**src/rtl/qsfp_link_ctrl.sv**
```systemverilog
// QSFP quad bring-up controller: sequences transceiver/core resets, waits for
// power-good and a debounced bonded link, retries on timeout, reports status.
module qsfp_link_ctrl #(
    parameter int unsigned RESET_CYCLES    = 16,
    parameter int unsigned TIMEOUT_CYCLES  = 1048576,
    parameter int unsigned DEBOUNCE_CYCLES = 64,
    parameter int unsigned MAX_RETRIES     = 8
) (
    input  logic        CLK,
    input  logic        rst,
    input  logic        enable,
    input  logic        gt_pg,
    input  logic [3:0]  lane_up,
    input  logic        channel_up,
    output logic        gt_reset,
    output logic        sys_reset,
    output logic        link_ready,
    output logic        fail,
    output logic [2:0]  state,
    output logic [7:0]  retry_count,
    output logic [15:0] link_down_count
);

    localparam int unsigned CNT_MAX = (RESET_CYCLES > TIMEOUT_CYCLES) ? RESET_CYCLES : TIMEOUT_CYCLES;
    localparam int unsigned CW      = $clog2(CNT_MAX + 1);
    localparam int unsigned DW      = $clog2(DEBOUNCE_CYCLES + 1);

    localparam logic [CW-1:0] RST_LAST    = CW'(RESET_CYCLES - 1);
    localparam logic [CW-1:0] TO_LAST     = CW'(TIMEOUT_CYCLES - 1);
    localparam logic [DW-1:0] DEB_LAST    = DW'(DEBOUNCE_CYCLES - 1);
    localparam logic [7:0]    RETRY_LIMIT = 8'(MAX_RETRIES);

    typedef enum logic [2:0] {
        S_IDLE      = 3'd0,
        S_RST       = 3'd1,
        S_WAIT_PG   = 3'd2,
        S_WAIT_LINK = 3'd3,
        S_UP        = 3'd4,
        S_RETRY     = 3'd5,
        S_FAIL      = 3'd6
    } state_t;

    state_t        state_q, state_d;
    logic [CW-1:0] cnt_q, cnt_d;
    logic [DW-1:0] deb_q, deb_d;
    logic [7:0]    retry_q, retry_d;
    logic [15:0]   ldc_q, ldc_d;
    logic          gt_reset_q, gt_reset_d;
    logic          sys_reset_q, sys_reset_d;
    logic          link_ready_q, link_ready_d;
    logic          fail_q, fail_d;
    logic          link_good;

    assign link_good = (&lane_up) && channel_up;

    always_comb begin
        state_d = state_q;
        cnt_d   = cnt_q + CW'(1);
        deb_d   = '0;
        retry_d = retry_q;
        ldc_d   = ldc_q;

        if (!enable) begin
            state_d = S_IDLE;
            cnt_d   = '0;
        end else begin
            case (state_q)
                S_IDLE: begin
                    state_d = S_RST;
                    cnt_d   = '0;
                    retry_d = '0;
                end
                S_RST: begin
                    if (cnt_q == RST_LAST) begin
                        state_d = S_WAIT_PG;
                        cnt_d   = '0;
                    end
                end
                S_WAIT_PG: begin
                    if (gt_pg) begin
                        state_d = S_WAIT_LINK;
                        cnt_d   = '0;
                    end else if (cnt_q == TO_LAST) begin
                        state_d = S_RETRY;
                        cnt_d   = '0;
                    end
                end
                S_WAIT_LINK: begin
                    // Loss of power-good aborts first; a completed debounce beats a same-cycle timeout.
                    deb_d = link_good ? deb_q + DW'(1) : '0;
                    if (!gt_pg) begin
                        state_d = S_RETRY;
                        cnt_d   = '0;
                        deb_d   = '0;
                    end else if (link_good && (deb_q == DEB_LAST)) begin
                        state_d = S_UP;
                        cnt_d   = '0;
                        deb_d   = '0;
                    end else if (cnt_q == TO_LAST) begin
                        state_d = S_RETRY;
                        cnt_d   = '0;
                        deb_d   = '0;
                    end
                end
                S_UP: begin
                    cnt_d = '0;
                    if (!link_good || !gt_pg) begin
                        state_d = S_RST;
                        if (ldc_q != '1) begin
                            ldc_d = ldc_q + 16'd1;
                        end
                    end
                end
                S_RETRY: begin
                    cnt_d   = '0;
                    retry_d = retry_q + 8'd1;
                    state_d = (retry_d == RETRY_LIMIT) ? S_FAIL : S_RST;
                end
                S_FAIL: begin
                    cnt_d = '0;
                end
                default: begin
                    state_d = S_IDLE;
                    cnt_d   = '0;
                end
            endcase
        end

        gt_reset_d   = !(state_d inside {S_WAIT_PG, S_WAIT_LINK, S_UP});
        sys_reset_d  = !(state_d inside {S_WAIT_LINK, S_UP});
        link_ready_d = (state_d == S_UP);
        fail_d       = (state_d == S_FAIL);
    end

    always_ff @(posedge CLK or posedge rst) begin
        if (rst) begin
            state_q      <= S_IDLE;
            cnt_q        <= '0;
            deb_q        <= '0;
            retry_q      <= '0;
            ldc_q        <= '0;
            gt_reset_q   <= 1'b1;
            sys_reset_q  <= 1'b1;
            link_ready_q <= 1'b0;
            fail_q       <= 1'b0;
        end else begin
            state_q      <= state_d;
            cnt_q        <= cnt_d;
            deb_q        <= deb_d;
            retry_q      <= retry_d;
            ldc_q        <= ldc_d;
            gt_reset_q   <= gt_reset_d;
            sys_reset_q  <= sys_reset_d;
            link_ready_q <= link_ready_d;
            fail_q       <= fail_d;
        end
    end

    assign gt_reset        = gt_reset_q;
    assign sys_reset       = sys_reset_q;
    assign link_ready      = link_ready_q;
    assign fail            = fail_q;
    assign state           = state_q;
    assign retry_count     = retry_q;
    assign link_down_count = ldc_q;

endmodule

```
**config.mk**
```make
export PLATFORM = sky130hd
export DESIGN_NAME = qsfp_link_ctrl
export DESIGN_NICKNAME = d
export VERILOG_FILES = /design/src/rtl/qsfp_link_ctrl.sv
export SDC_FILE = /design/constraint.sdc
export NUM_CORES = 1
export LEC_CHECK = 0
export CORE_MARGIN = 8
export CORE_UTILIZATION = 50
export DETAILED_ROUTE_END_ITERATION = 8
export PLACE_DENSITY = 0.81
export SYNTH_ARGS = -nofsm -noshare
export SYNTH_HDL_FRONTEND = slang
export SYNTH_SLANG_ARGS = --single-unit
```
**constraint.sdc**
```tcl
create_clock -name CLK -period 2.9 [get_ports CLK]
set_clock_uncertainty 0.2 [all_clocks]
set_input_delay 0.58 -clock CLK [delete_from_list [all_inputs] [get_ports CLK]]
set_output_delay 0.58 -clock CLK [all_outputs]
set_load 0.02 [all_outputs]
```
==> out/metrics.yaml, run 1 <==
power:
  p_leak_nw: 1.59
  power_mw: 1.62
  vdd_drop_max_uv: 241
  powerDensity_mw_per_mm2: 431
timing:
  max_freq_ghz: 0.399
  finalMaxSlewViolations: 0
  fin_tns_setup_ns: 0
  min_period_ns: 2.51
  worst_pin_slew_ns: 0.537
  max_slew_margin_pct: 64.2
  finalSetupViolCount: 0
  hold_violations: 0
  fin_crit_sh_pct: 86.4
  rsz0062_at_grt: "false"
  hold-worst-slack_ns: 0.273
critical_path:
  worstPathRequired_ns: 2.96
  cp-start-kind: "flip-flop"
  crit_chain: "nor4_1 -> nand4_1 -> nor3_1 -> a32oi_1 -> a211oi_1 -> nand3_1 -> and2_1"
  crit_fanout: 6
  critPathSlowestCell: "dfrtp_1"
  cp.arrival_ns: 2.56
  cp_slowest_stage_delay_ns: 0.45
  end_kind: "flip-flop"
  path_class: "flip-flop to flip-flop"
  reg2reg_depth: 7
clock_network:
  root_buffer: "clkbuf_8"
  path_clk_slew_ns: 0.06
  numCtsBuffers: 9
  cts-resized-gates: 0
  hold_buffers: 0
  clk_latency_ns: 0.33
  cts_tree: "yes"
  htreeDepth: 3
  clockBufferDepth: 2
  clock_sinks: 59
  post-cts-setup-buffers: 0
route:
  postRouteAntennaNets: 0
  drt-pass1-iter-count: 4
  drt_iter0_markers: 140
  vias: 2513
  wire_per_inst_um: 15.0
  viasPerCell: 5.60
  drc: 0
  routed_wl_um: 6750
place:
  place_area_mm2: 0.00358
  port_buffers: 39
  dpl.hpwl_um: 4940
  gp_congestion: 0.996
  place_inst: 433
global_routing:
  antenna_found_initial: 0
  grt_pass1_vias: 2455
  grt_overflow_total: 0
  grt_pass1_wl_um: 11400
  grt_util_met2_pct: 26.3
  grt_use_total_pct: 16.3
  grt_util_met3_pct: 3.28
  grt.busiest_layer: "met2"
  use_met1_pct: 19.5
  grt_start_max_net_pins: 36
yosys:
  yosysWarningCount: 0
  ys_top_cells_by_area: "dfrtp_1 (47%), xnor2_1 (7.5%), nor2_1 (6.6%)"
  yosysSeqAreaShare_pct: 48.8
  async_flop_share_pct: 100
  yosysTopAreaCell: "dfrtp_1"
  synth-edff-count: 0
  ys_ff_latch: 59
  synth_top_cell_area_share_pct: 47.1
  netlist_instances: 317
  syn_area_mm2: 0.00303
  synth.distinct_cells: 43
  syn-num-nets: 331
  ys.flop_type: "dfrtp_1"
  syn_area_per_cell_um2: 9.56
finish:
  insertedDiodeCount: 0
  area_delta_synth_final_pct: 24.2
  fin_nets: 383
  drive_gt1_share_pct: 7.75
  instances_no_fill: 449
  fin_area_mm2: 0.00376
die:
  die-area_mm2: 0.00881
  io_pins: 40
  initial_utilization_pct: 51.5
  die_w_um: 93.9
  row_count: 28
  dieHeight_um: 93.9
  core_area_mm2: 0.00589
status:
  status: "completed"
worst_hold_path:
  holdPathStages: 1
  hold_path_class: "flip-flop to flip-flop"
run:
  maxCapViolCount: 0
==> routing by layer <==
layer | routed length [um] | vias to the layer above | share of wire (%)
met3 | 366 | 11 | 5.4
met5 | 0 | - | 0
met2 | 3390 | 65 | 50
met1 | 2880 | 1223 | 43
li1 | - | 1214 | -
met4 | 112 | 0 | 1.7
==> through the flow <==
stage	setup slack, ns	util [%]
3_5_place_dp	0.0924	60.8
4_1_cts	0.420	64.0
2_1_floorplan	0.528	-
3_3_place_gp	0.176	60.8
6_report	0.393	64.0
5_1_grt	0.155	64.0
==> cells by family after synthesis <==
family	Yosys count	share of synthesized area, %
flops	59	48.8
fa+ha+maj	5	2.06
simple gates	154	25.1
buf+inv	19	2.48
mux	1	0.372
xor+xnor	43	12.4
compound gates	36	8.80
==> path summary, 6_finish.rpt <==
| kind | from | endpoint | slack [ns] |
|---|---|---|---|
| worst max-delay path | cnt_q[5]$_DFF_PP0_ | gt_reset$_DFF_PP1_ | 0.39 |
| worst min-delay path | deb_q[0]$_DFF_PP0_ | deb_q[0]$_DFF_PP0_ | 0.27 |
| worst max register to register | cnt_q[5]$_DFF_PP0_ | gt_reset$_DFF_PP1_ | 0.39 |
| worst min register to register | deb_q[0]$_DFF_PP0_ | deb_q[0]$_DFF_PP0_ | 0.27 |
| max in group asynchronous | rst | retry_count[3]$_DFFE_PP0P_ | 1.51 |
| min in group asynchronous | rst | link_down_count[5]$_DFFE_PP0P_ | 0.41 |
==> layout by cell type (no fill, tap or decap), drive strengths merged, types with 2 or more instances in the layout <==
| cell | synthesis | layout |
|---|---|---|
| nand4 | 14 | 14 |
| xor2 | 17 | 17 |
| nor4 | 9 | 9 |
| buf | 3 | 9 |
| a31oi | 2 | 2 |
| and4 | 4 | 4 |
| dfrtp | 57 | 57 |
| a21oi | 4 | 4 |
| o21ai | 14 | 14 |
| nand2 | 25 | 25 |
| ha | 5 | 5 |
| nor3b | 2 | 2 |
| and2 | 4 | 4 |
| nor2 | 53 | 53 |
| nand3 | 25 | 25 |
| or3 | 2 | 2 |
| xnor2 | 26 | 26 |
| and3 | 6 | 6 |
| clkdlybuf4s50 | 0 | 39 |
| inv | 12 | 12 |
| nor3 | 5 | 5 |
| o21a | 2 | 2 |
| nand2b | 2 | 2 |
| dfstp | 2 | 2 |
| o41ai | 2 | 2 |
| nor2b | 2 | 2 |
| clkbuf | 4 | 14 |
==> cells in the mapped netlist, types with 5 or more instances <==
| cell | number |
|---|---|
| and3_1 | 6 |
| dfrtp_1 | 57 |
| ha_1 | 5 |
| inv_1 | 12 |
| nand2_1 | 25 |
| nand3_1 | 25 |
| nand4_1 | 13 |
| nor2_1 | 53 |
| nor3_1 | 5 |
| nor4_1 | 9 |
| o21ai_0 | 14 |
| xnor2_1 | 26 |
| xor2_1 | 17 |
==> cell type report <==
class                           count  area, um^2
Clock buffer                       14         153
Sequential cell                    59        1480
Multi-Input combinational cell    239        1480
Fill cell                         478        2120
Inverter                           12        45.0
Tap cell                           75        93.8
Clock inverter                      2        35.0
Timing Repair Buffer               48         483
==> critical path: cells and delay by family, from the launching register on <==
kind / cells / cell delay, ns
simple gates: 5 / 1.29
compound gates: 2 / 0.49
flops: 1 / 0.45
==> flip-flops by register name, indices dropped and copies added (netlist names) <==
| signal | cells |
|---|---|
| sys_reset | 1 |
| retry_count | 8 |
| gt_reset | 1 |
| deb_q | 7 |
| state | 3 |
| fail | 1 |
| link_ready | 1 |
| cnt_q | 21 |
| link_down_count | 16 |
==> where the power goes <==
| part | internal, mW | switching, mW | total [mW] |
|---|---|---|---|
| registers | 0.826 | 0.00594 | 0.832 |
| clock network | 0.421 | 0.298 | 0.719 |
| logic | 0.0286 | 0.0429 | 0.0715 |
| total | 1.27 | 0.347 | 1.62 |
No activity file was read; power rests on OpenSTA's default activity.
==> run 2: changes to the inputs <==
--- a/config.mk
+++ b/config.mk
@@ -5,10 +5,12 @@
 export SDC_FILE = /design/constraint.sdc
 export NUM_CORES = 1
 export LEC_CHECK = 0
+export CELL_PAD_IN_SITES_DETAIL_PLACEMENT = 1
+export CELL_PAD_IN_SITES_GLOBAL_PLACEMENT = 1
 export CORE_MARGIN = 8
-export CORE_UTILIZATION = 50
+export CORE_UTILIZATION = 42
 export DETAILED_ROUTE_END_ITERATION = 8
-export PLACE_DENSITY = 0.81
+export PLACE_DENSITY = 0.87
 export SYNTH_ARGS = -nofsm -noshare
 export SYNTH_HDL_FRONTEND = slang
 export SYNTH_SLANG_ARGS = --single-unit
==> constraint.sdc (replaced) <==
create_clock -name CLK -period 2.6 [get_ports CLK]
set_clock_uncertainty 0.2 [all_clocks]
set_input_delay 0.52 -clock CLK [delete_from_list [all_inputs] [get_ports CLK]]
set_output_delay 0.52 -clock CLK [all_outputs]
set_load 0.02 [all_outputs]
==> out/metrics.yaml, run 2 (same netlist as run 1, synthesis figures left out) <==
critical_path:
  cp_slowest_stage_delay_ns: 0.43
  regToRegSetupSlack_ns: 0.13
  critPathSlowestCell: "or3_1"
  cp-start-kind: "flip-flop"
  cp.arrival_ns: 2.53
  crit_fanout: 21
  path_class: "flip-flop to flip-flop"
  worstPathRequired_ns: 2.66
  crit_chain: "ha_1 -> nand3_1 -> nor3_1 -> buf_4 -> nand2b_4 -> a21boi_4 -> a31oi_1 -> or3_1 -> buf_12 -> a21oi_1"
  end_kind: "flip-flop"
power:
  p_leak_nw: 1.64
  p_sw_mw: 0.434
  comb_power_share_pct: 5.0
  pwr-share-seq_pct: 49.8
  powerDensity_mw_per_mm2: 475
  p_sw_share_pct: 23.4
  clkPwrFrac_pct: 45.2
  vdd_drop_max_uv: 252
  power.internal_mw: 1.42
global_routing:
  grt_util_met3_pct: 3.38
  grt_start_max_net_pins: 45
  grt_use_total_pct: 16.8
  grt_pass1_wl_um: 13500
  grt_overflow_total: 0
  grt_util_met2_pct: 28.5
  grt.busiest_layer: "met2"
  antenna_found_initial: 0
  use_met1_pct: 19.2
  grt_pass1_vias: 2788
route:
  drt_iter0_markers: 76
  postRouteAntennaNets: 0
  viasPerCell: 5.40
  wire_per_inst_um: 17.0
  vias: 2603
  routed_wl_um: 8190
  drc: 0
  drt-pass1-iter-count: 4
die:
  die-area_mm2: 0.0102
  core_area_mm2: 0.00714
  row_count: 31
  dieHeight_um: 101
  io_pins: 40
  die_w_um: 101
  initial_utilization_pct: 42.5
finish:
  final_common_cell: "dfrtp_1"
  area_delta_synth_final_pct: 28.8
  instances_no_fill: 482
  largest_reg_flops: 21
  insertedDiodeCount: 0
  fin_nets: 392
  layout_common_cells: "dfrtp_1 (56), nor2_1 (53), clkdlybuf4s50_1 (39), xnor2_1 (26), nand2_1 (25)"
  fin_area_mm2: 0.00390
  drive_gt1_share_pct: 12.8
  largest_register: "cnt_q"
timing:
  fin_tns_setup_ns: 0
  max_slew_margin_pct: 65.2
  hold-worst-slack_ns: 0.270
  fin_ws_ns: 0.130
  max_freq_ghz: 0.405
  hold_violations: 0
  min_period_ns: 2.47
  finalMaxSlewViolations: 0
  fin_crit_sh_pct: 95.0
  finalSetupViolCount: 0
  worst_pin_slew_ns: 0.517
clock_network:
  clockBufferDepth: 2
  cts_tree: "yes"
  clk_latency_ns: 0.35
  clock_sinks: 59
  root_buffer: "clkbuf_8"
  numCtsBuffers: 9
  path_clk_slew_ns: 0.06
  htreeDepth: 3
  hold_buffers: 0
place:
  gp_congestion: 0.871
  port_buffers: 39
  dpl.hpwl_um: 5850
  place_area_mm2: 0.00366
  place_inst: 464
  post-place-ws_ns: -0.179
worst_hold_path:
  hold_path_class: "primary input to asynchronous set/reset pin"
status:
  status: "completed"
run:
  maxCapViolCount: 0
## run 2: layout make-up
type	instances	area, um^2
clock buffer	11	141
clock inverter	5	52.6
fill	836	3230
inverter	12	45.0
multi-input combinational	239	1510
sequential	59	1480
tap	99	124
timing repair buffer	57	551
## run 2: power by group through the flow
stage | logic (mW) | clock network (mW) | registers [mW]
final | 0.0927 | 0.839 | 0.923
after detailed placement | 0.0919 | 0 | 0.940
after CTS | 0.0936 | 0.852 | 0.923
after global placement | 0.0889 | 0 | 0.940
after floorplan | 0.0442 | 0 | 0.941
after global routing | 0.102 | 0.898 | 0.922
## run 2: path summary, 6_finish.rpt
check / start / to / depth (start not counted)
max in group asynchronous: rst / gt_reset$_DFF_PP1_ / 3
setup / recovery: cnt_q[0]$_DFF_PP0_ / cnt_q[8]$_DFF_PP0_ / 10
hold / removal: rst / cnt_q[2]$_DFF_PP0_ / 2
setup reg to reg: cnt_q[0]$_DFF_PP0_ / cnt_q[8]$_DFF_PP0_ / 10
min in group CLK: cnt_q[0]$_DFF_PP0_ / cnt_q[0]$_DFF_PP0_ / 1
hold reg to reg: cnt_q[0]$_DFF_PP0_ / cnt_q[0]$_DFF_PP0_ / 1
## run 2: timing repair
action | in CTS | in global routing
resized for setup | 1 | 8
pin swaps | 0 | 3
endpoints found under the setup margin | 3 | 7
buffers inserted | 0 | 2
## run 2: through the flow
stage | utilization [%] | power, mW
after CTS | 54.1 | 1.87
after global placement | 51.3 | 1.03
after detailed placement | 51.3 | 1.03
after floorplan | - | 0.985
after global routing | 54.7 | 1.92
final | 54.7 | 1.85
## run 2: layer usage
metal	share of wire, %	up-vias
li1	-	1232
met1	43	1310
met2	51	42
met3	3.5	19
met4	2.7	0
met5	0	-
## run 2: worst max-delay path, delay by kind of cell, from the launching register on
kind	cells	cell delay, ns
DFF	1	0.40
buffers and inverters	2	0.33
and+or+nand+nor	4	0.76
adders and majority gates	1	0.24
AOI/OAI and AO/OA	3	0.43
==> run 3: changes to the inputs <==
--- a/config.mk
+++ b/config.mk
@@ -8,9 +8,10 @@
 export CELL_PAD_IN_SITES_DETAIL_PLACEMENT = 1
 export CELL_PAD_IN_SITES_GLOBAL_PLACEMENT = 1
 export CORE_MARGIN = 8
-export CORE_UTILIZATION = 42
+export CORE_UTILIZATION = 38
 export DETAILED_ROUTE_END_ITERATION = 8
-export PLACE_DENSITY = 0.87
+export PLACE_DENSITY = 0.83
+export SKIP_CTS_REPAIR_TIMING = 1
 export SYNTH_ARGS = -nofsm -noshare
 export SYNTH_HDL_FRONTEND = slang
 export SYNTH_SLANG_ARGS = --single-unit
==> constraint.sdc (replaced) <==
create_clock -name CLK -period 2.1 [get_ports CLK]
set_clock_uncertainty 0.2 [all_clocks]
set_input_delay 0.42 -clock CLK [delete_from_list [all_inputs] [get_ports CLK]]
set_output_delay 0.42 -clock CLK [all_outputs]
set_load 0.02 [all_outputs]
==> out/metrics.yaml, run 3 (same netlist as run 1, synthesis figures left out) <==
route:
  routed_wl_um: 11400
  vias: 2982
  drt-pass1-iter-count: 4
  drc: 0
  wire_per_inst_um: 20.9
  postRouteAntennaNets: 0
  viasPerCell: 5.49
  drt_iter0_markers: 95
power:
  p_sw_share_pct: 25.0
  power.internal_mw: 1.69
  pwr-share-seq_pct: 50.7
  p_sw_mw: 0.563
  comb_power_share_pct: 7.6
  clkPwrFrac_pct: 41.7
  p_leak_nw: 2.26
  powerDensity_mw_per_mm2: 472
  vdd_drop_max_uv: 295
global_routing:
  grt_use_total_pct: 16.8
  grt_start_max_net_pins: 27
  grt_overflow_total: 0
  grt_pass1_vias: 3078
  antenna_found_initial: 0
  grt_pass1_wl_um: 15100
clock_network:
  clk_latency_ns: 0.36
  root_buffer: "clkbuf_8"
  path_clk_slew_ns: 0.06
  clock_sinks: 59
  clockBufferDepth: 2
  htreeDepth: 3
  cts_tree: "yes"
  numCtsBuffers: 9
timing:
  finalMaxSlewViolations: 0
  worst_pin_slew_ns: 0.697
  max_slew_margin_pct: 53.0
  finalSetupViolCount: 29
  fin_ws_ns: -0.298
  hold-worst-slack_ns: 0.188
  min_period_ns: 2.40
  fin_crit_sh_pct: 114
  max_freq_ghz: 0.417
  fin_tns_setup_ns: -5.42
  hold_violations: 0
  rsz0062_at_grt: "true"
die:
  die-area_mm2: 0.0111
  dieHeight_um: 105
  row_count: 32
  initial_utilization_pct: 39.2
  io_pins: 40
  core_area_mm2: 0.00773
  die_w_um: 105
critical_path:
  r2r-end: "state[0]$_DFF_PP0_"
  r2r-start: "cnt_q[10]$_DFF_PP0_"
  reg2reg_depth: 8
  end_kind: "flip-flop"
  cp-start-kind: "flip-flop"
  worstPathRequired_ns: 2.14
  critPathLaunch: "cnt_q[10]$_DFF_PP0_"
  regToRegSetupSlack_ns: -0.30
  crit_fanout: 3
  cp.arrival_ns: 2.44
  path_class: "flip-flop to flip-flop"
  endpoint: "state[0]$_DFF_PP0_"
finish:
  final_common_cell: "buf_4"
  multi_input_area_mm2: 0.00185
  drive_gt1_share_pct: 36.3
  area_delta_synth_final_pct: 57.5
  largest_register: "cnt_q"
  instances_no_fill: 543
  insertedDiodeCount: 0
  seqCellArea_mm2: 0.00149
  largest_reg_flops: 21
  layout_common_cells: "buf_4 (71), dfrtp_1 (50), nor2_1 (33), xnor2_1 (26), nand2_1 (24)"
  fillers: 838
  fin_nets: 451
status:
  violations: "negative setup slack"
  status: "finished with violations"
place:
  place_inst: 521
  dpl.hpwl_um: 6850
  port_buffers: 39
  gp_congestion: 0.871
worst_hold_path:
  hold_path_class: "primary input to asynchronous set/reset pin"
run:
  maxCapViolCount: 0
## run 3: cell types whose count changed in the layout (fill, tap and decap cells not counted), sizes merged
cell	change
clkdlybuf4s50	-17
clkbuf	+3
inv	-1
buf	+57
bufinv	-1
dlymetal6s2s	+17
## run 3: through the flow
stage	util, %	instance area (um^2)	setup WS [ns]	power [mW]
floorplan	-	3090	-0.0882	1.22
global placement	53.4	4130	-0.470	1.29
detailed placement	53.4	4130	-0.637	1.29
CTS	55.7	4300	-0.331	2.22
global route	61.8	4770	-0.422	2.33
finish	61.8	4770	-0.298	2.25
## run 3: worst max-delay path, stage by stage, from the launching register on
cell and delay (ns):
dfrtp_1 0.42, nand4_1 0.17, or3_4 0.42, nand2b_4 0.16, buf_4 0.15, nor3b_2 0.27, a211oi_2 0.11, buf_4 0.18
nor2_1 0.20
## run 3: cell type report
type	count	share of cell area, %
Multi-Input combinational cell	239	38.7
Clock buffer	12	3.25
Timing Repair Buffer	116	22.9
Inverter	12	1.02
Tap cell	102	2.67
Clock inverter	3	0.315
Sequential cell	59	31.2
## run 3: worst min-delay path by stage
stage	start	endpoint	slack [ns]	cells past startpoint
after floorplan	deb_q[0]$_DFF_PP0_	deb_q[0]$_DFF_PP0_	0.23	1
after global placement	link_down_count[11]$_DFFE_PP0P_	link_down_count[11]$_DFFE_PP0P_	0.27	1
after detailed placement	link_down_count[11]$_DFFE_PP0P_	link_down_count[11]$_DFFE_PP0P_	0.32	1
after CTS	rst	cnt_q[10]$_DFF_PP0_	0.18	2
after global routing	rst	cnt_q[5]$_DFF_PP0_	0.22	2
final	rst	cnt_q[5]$_DFF_PP0_	0.19	2
## run 3: power by group through the flow
stage,Sequential [mW],Combinational [mW],Clock [mW]
floorplan,1.17,0.0584,0
global placement,1.16,0.124,0
detailed placement,1.16,0.128,0
CTS,1.14,0.131,0.952
global route,1.14,0.183,1.00
finish,1.14,0.172,0.938
## run 3: metal layers
metal | global-route usage (%) | wire [um]
met1 | 18.4 | 4270
met2 | 30.6 | 6260
met3 | 3.41 | 449
met4 | 7.65 | 388
met5 | 0 | 0
